[src/rtl/ifetch_unit.sv]
// Instruction fetch front end: issues one memory read at pc, holds the returned
// word for decode, and advances pc to npc when downstream retires it.
module ifetch_unit #(
  parameter logic [29:0] RESET_PC = 30'h00000C00
) (
  input  logic        clk,
  input  logic        rst,
  input  logic [29:0] npc,
  output logic [29:0] pc,
  output logic        imem_req,
  output logic [29:0] imem_addr,
  input  logic        imem_ack,
  input  logic [31:0] imem_rdata,
  output logic [31:0] instr,
  output logic        instr_valid,
  input  logic        instr_ready,
  output logic [31:0] retire_cnt
);

  typedef enum logic [1:0] {IDLE, REQ, HOLD} state_t;

  state_t      state_q, state_d;
  logic [29:0] pc_q, pc_d;
  logic [31:0] instr_q, instr_d;
  logic [31:0] retire_cnt_q, retire_cnt_d;

  always_ff @(posedge clk or posedge rst) begin
    if (rst) begin
      state_q      <= IDLE;
      pc_q         <= RESET_PC;
      instr_q      <= '0;
      retire_cnt_q <= '0;
    end else begin
      state_q      <= state_d;
      pc_q         <= pc_d;
      instr_q      <= instr_d;
      retire_cnt_q <= retire_cnt_d;
    end
  end

  // ack is only honoured in REQ and ready only in HOLD, so they never interact.
  always_comb begin
    state_d      = state_q;
    pc_d         = pc_q;
    instr_d      = instr_q;
    retire_cnt_d = retire_cnt_q;
    case (state_q)
      IDLE: state_d = REQ;
      REQ: begin
        if (imem_ack) begin
          instr_d = imem_rdata;
          state_d = HOLD;
        end
      end
      HOLD: begin
        if (instr_ready) begin
          pc_d         = npc;
          retire_cnt_d = retire_cnt_q + 32'd1;
          state_d      = REQ;
        end
      end
      default: state_d = IDLE;
    endcase
  end

  assign pc          = pc_q;
  assign imem_addr   = pc_q;
  assign imem_req    = (state_q == REQ);
  assign instr_valid = (state_q == HOLD);
  assign instr       = instr_q;
  assign retire_cnt  = retire_cnt_q;

endmodule

[config.mk]
export PLATFORM = sky130hd
export DESIGN_NAME = ifetch_unit
export DESIGN_NICKNAME = d
export VERILOG_FILES = /design/src/rtl/ifetch_unit.sv
export SDC_FILE = /design/constraint.sdc
export NUM_CORES = 1
export LEC_CHECK = 0
export BUFFER_PORTS_ARGS = -buffer_cell sky130_fd_sc_hd__buf_4
export CAP_MARGIN = 20
export CORE_ASPECT_RATIO = 1.25
export CORE_MARGIN = 2
export CORE_UTILIZATION = 45
export DETAILED_ROUTE_END_ITERATION = 10
export PLACE_DENSITY_LB_ADDON = 0.25
export SLEW_MARGIN = 20
export SYNTH_ARGS = -nofsm -noshare
export SYNTH_HDL_FRONTEND = slang
export SYNTH_SLANG_ARGS = --single-unit
[constraint.sdc]
create_clock -name clk -period 8.6 [get_ports clk]
set_clock_uncertainty 0.05 [all_clocks]
set_input_delay 1.29 -clock clk [delete_from_list [all_inputs] [get_ports clk]]
set_output_delay 1.29 -clock clk [all_outputs]
set_load 0.02 [all_outputs]
## Yosys cells after proc, flatten, opt, wreduce, memory -nomap -nowiden

Index checks and enable logic that the tools add are counted.

- Register bits: 96
- Latch bits: 0
- ROM bits: 0
- Output and inout bits: 126
- Memory bits (writable): 0
- Memories: 0

- $lt $le $gt $ge: 0
- Bitwise logic cells: 0
- Div/mod/pow operators: 0
- Add/subtract/negate cells: 1
- $mul: 0
- Equal/unequal tests: 4
- Shifts and indexed selects: 0
- Reduce and logical (&&, ||, !) cells: 4
- Muxes and demuxes: 3

Operators by type and width:

| kind | count |
|---|---|
| adder 32 x 1 -> 32 bit, second input constant | 1 |
| case mux 2 bit (3 select lines) | 1 |
| AND reduction 2 bit | 3 |
| 2-to-1 mux 2 bit | 2 |
| != test 2 x 1 -> 1 bit, second input constant | 2 |
| == test 2 x 1 -> 1 bit, second input constant | 1 |
| == test 2 bit, second input constant | 1 |
| logical NOT 2 bit | 1 |

## Depth between registers and ports, before layout

- Word-level depth: 3
- Mapped depth: 6
- Depth with buffers taken out: 5

## Worst setup path before layout

No wires, ideal clock.

- Path kind: input to register
- Start point: input instr_ready
- End point: register retire_cnt_q[27] (netlist: retire_cnt[27])
- Path buffers: 2
- Data arrival time: 2.153 ns
- Library setup time: 0.130 ns
- Path slack: 6.266 ns
- Stages on the path: 6
- Cells stage by stage: and3b_1 > buf_4 > and4_1 > buf_6 > nand4_1 > xnor2_1

- Cells in the longest elaborated chain, start to end: 1

Ends and longest elaborated chain:

| what | RTL line | text |
|---|---|---|
| start: declaration | 16 | `input logic instr_ready,` |
| AND reduction 2 bit (no source line) | n/a |  |
| end signal: assignment | 37 | `retire_cnt_q <= retire_cnt_d;` |
| end: declaration | 25 | `logic [31:0] retire_cnt_q, retire_cnt_d;` |

No other way between the ends.
A chain may end at the register's enable or synchronous reset.

## Worst setup path after layout

- Start point: input instr_ready
- End point: register retire_cnt_q[30] (netlist: retire_cnt[30])

Same word-level chain as after synthesis.

==> metrics.md <==
| Metric | Value |
|---|---|
| Total clock sinks | `96` |
| Static Leak | `0.002978 uW` |
| Post-cts sizing count | `0` |
| RR Endpoint | `retire_cnt[30]$_DFFE_PP0P_` |
| Setup ws final | `5.675 ns` |
| CP Capture Type | `flop` |
| Synth Instances | `364` |
| Biggest area consumer among synthesized cells | `dfrtp_1` |
| CP Cell Sequence | `buf_4 > nand3b_4 > nor4_2 > nand4_1 > xnor2_1` |
| DRT iter0 DRCs | `105` |
| Grt ovf | `0` |
| Ant. Diodes | `0` |
| Synth Register Bits | `96` |
| Hold Path Depth | `2` |
| Slew headroom | `0.3320` |
| CTS Buf Count | `9` |
| Outcome | `completed` |
| CP required | `8.77 ns` |
| Flop2flop setup slack | `6.20 ns` |
| GRT Total Usage | `0.1953` |
| Hold Path Origin | `imem_addr[11]$_DFFE_PP1P_` |
| Port-buffer cells | `191` |
| Tmin final | `2.925 ns` |
| Largest net degree at the start of global routing | `53` |
| Post-synth EDFFs | `0` |
| Routed Wire Length | `9274 um` |
| Worst path max stage delay | `0.97 ns` |
| Worst Hold End | `imem_addr[11]$_DFFE_PP1P_` |
| Worst skew pair latency | `0.34 ns` |
| Slowest CP cell | `nor4_2` |
| Ys Warns | `0` |
| Worst EP arrival | `3.10 ns` |
| Yosys top cell area share | `0.5721` |
| First-pass GRT wire length | `15180 um` |
| Post-synth cell types | `31` |
| Vias in the first global route | `3205` |
| Post-Place Worst Slack | `5.303 ns` |
| Sum Neg Setup Slack | `0 ns` |
| Initial antenna violation count | `0` |
| Fraction of layout cells with a size suffix above 1 | `0.4670` |
| Routed length per instance | `14.18 um` |
| Synth top area cells | `dfrtp_1 (57%), nand2_1 (9.2%), mux2_2 (8.8%), buf_4 (5.8%), xnor2_1 (5.5%)` |
| DIE AREA | `9922 um^2` |
| CP Class | `in -> reg` |
| Most frequent cell after synthesis | `nand2_1` |
| DRC errors left | `0` |
| Worst-Margin Slew | `0.9938 ns` |
| FMAX | `0.3419 GHz` |
| Tcrit/Tclk final | `0.3401` |
| Post-route ant nets | `0` |
| Share of the yosys chip area belonging to registers | `0.5849` |
| Postcts setup bufs | `0` |
| Startpoint type of the worst setup path | `input port` |
| H-tree depth | `3` |
| R2r startpoint | `state_q[0]$_DFFE_PP0P_` |
| Peak supply drop | `0.1932 mV` |
| Row Count | `39` |
| R2R cell count | `4` |
| Max-slew violation count | `0` |
| Mapped cell area | `4111 um^2` |
| NumNets Final | `593` |
| TritonCTS clock tree | `built` |
| CTS Root Buffer Type | `clkbuf_16` |
| DR vias | `3140` |
| Worst Hold Class | `reg -> reg` |
| Maximum clock path buffer count | `2` |
| Vias per cell | `4.801` |
| Floorplan core area | `9027 um^2` |
| Area delta synth->final | `39.35%` |
| Clk pin slew, worst setup/hold paths | `0.06 ns` |
| Iteration count of the initial detailed-routing pass | `4` |
| Placed wire-length estimate | `6801 um` |
| Post-synth top cells | `nand2_1 (101), dfrtp_1 (94), buf_4 (32), mux2_2 (32), xnor2_1 (26)` |
| Cts hold-fix bufs | `0` |
| Synth Net Count | `431` |
| Syn avg cell area | `11.30 um^2` |
| Routability cong. | `0.7730` |
| Die Ht | `110.9 um` |
| Ys flop type | `dfrtp_1` |
| I/O Pins | `192` |
| FFs w/ async S/R, synth | `1.000` |
| Starting Density | `0.4554` |
| Max-Cap Viols | `0` |
| Hold Violations, Final | `0` |
| Chip width | `89.50 um` |
| RSZ-0062 raised after global routing | `false` |
| Power per Cell Area | `348.0 nW/um^2` |
| Endpoints failing setup | `0` |
| Largest fanout on the critical path | `34` |
==> worst max-delay path, delay by kind of cell <==
| family | cells | cell delay [ns] |
|---|---|---|
| simple gates | 3 | 1.51 |
| buf+inv | 1 | 0.11 |
| xor+xnor | 1 | 0.18 |
==> worst max path at each step <==
stage | from | to | slack [ns] | cells after the start
2_1_floorplan | rst | imem_addr[0]$_DFFE_PP0P_ | 4.76 | 1
3_3_place_gp | instr_ready | retire_cnt[30]$_DFFE_PP0P_ | 5.33 | 5
3_5_place_dp | instr_ready | retire_cnt[30]$_DFFE_PP0P_ | 5.30 | 5
4_1_cts | instr_ready | retire_cnt[28]$_DFFE_PP0P_ | 5.66 | 5
5_1_grt | instr_ready | retire_cnt[26]$_DFFE_PP0P_ | 5.45 | 5
6_report | instr_ready | retire_cnt[30]$_DFFE_PP0P_ | 5.68 | 5
==> metal layers <==
| layer | vias up | routed length, um | global-route usage |
|---|---|---|---|
| met2 | 102 | 4888 | 0.3240 |
| met4 | 0 | 227 | 0.08557 |
| met5 | - | 0 | 0 |
| met1 | 1533 | 3647 | 0.2401 |
| met3 | 17 | 510 | 0.04170 |
| li1 | 1488 | - | - |
==> where the power goes <==
group	internal, uW	total [uW]	switching (uW)
registers	608	722	114
logic	403	875	472
clock network	233	397	164
==> final cells by class <==
cell class	instances	area, um^2
Multi-Input combinational cell	220	1395
Tap cell	123	153.9
Timing Repair Buffer	194	1456
Clock inverter	5	56.30
Sequential cell	96	2405
Fill cell	742	3298
Clock buffer	11	242.7
Inverter	5	20.02
==> kinds of logic (layout without fill, tap and decap cells) <==
logic type | count (synthesis) | count (layout) | share of synthesized area
AOI/OAI and AO/OA | 2 | 2 | 0.003043
xor gates and xnor gates | 31 | 31 | 0.06604
adders and majority gates | 1 | 1 | 0.003043
buffers and inverters | 48 | 215 | 0.07578
DFF | 96 | 96 | 0.5849
muxes | 32 | 32 | 0.08765
and+or+nand+nor | 154 | 154 | 0.1796
==> layout by cell type (no fill, tap or decap), types with 2 or more instances in the layout <==
| cell type | netlist | routed |
|---|---|---|
| xnor2_1 | 26 | 26 |
| and3_1 | 5 | 5 |
| buf_4 | 32 | 194 |
| nand2_1 | 101 | 101 |
| inv_1 | 5 | 4 |
| clkbuf_16 | 0 | 9 |
| dfstp_2 | 2 | 2 |
| nor3_1 | 2 | 2 |
| dfrtp_1 | 94 | 94 |
| xor2_1 | 5 | 5 |
| nor2_1 | 5 | 5 |
| nand4_1 | 20 | 20 |
| mux2_2 | 32 | 32 |
| nand3_1 | 9 | 9 |
| clkinv_2 | 0 | 3 |
==> sequential cells by signal, indices dropped and copies added (netlist names) <==
| name | cells |
|---|---|
| state_q | 2 |
| imem_addr | 30 |
| retire_cnt | 32 |
| instr | 32 |
==> through the flow <==
stage	hold WS [ns]	std cells	instance area, um^2	power (uW)	util
6_report	0.4248	654	5729	1994	0.6347
5_1_grt	0.4404	654	5729	2099	0.6347
4_1_cts	0.4286	654	5729	2016	0.6347
3_5_place_dp	0.4187	638	5430	1616	0.6015
3_3_place_gp	0.4107	638	5430	1594	0.6015
2_1_floorplan	0.4477	364	4111	1275	-
(Power assumes the default switching activity.)
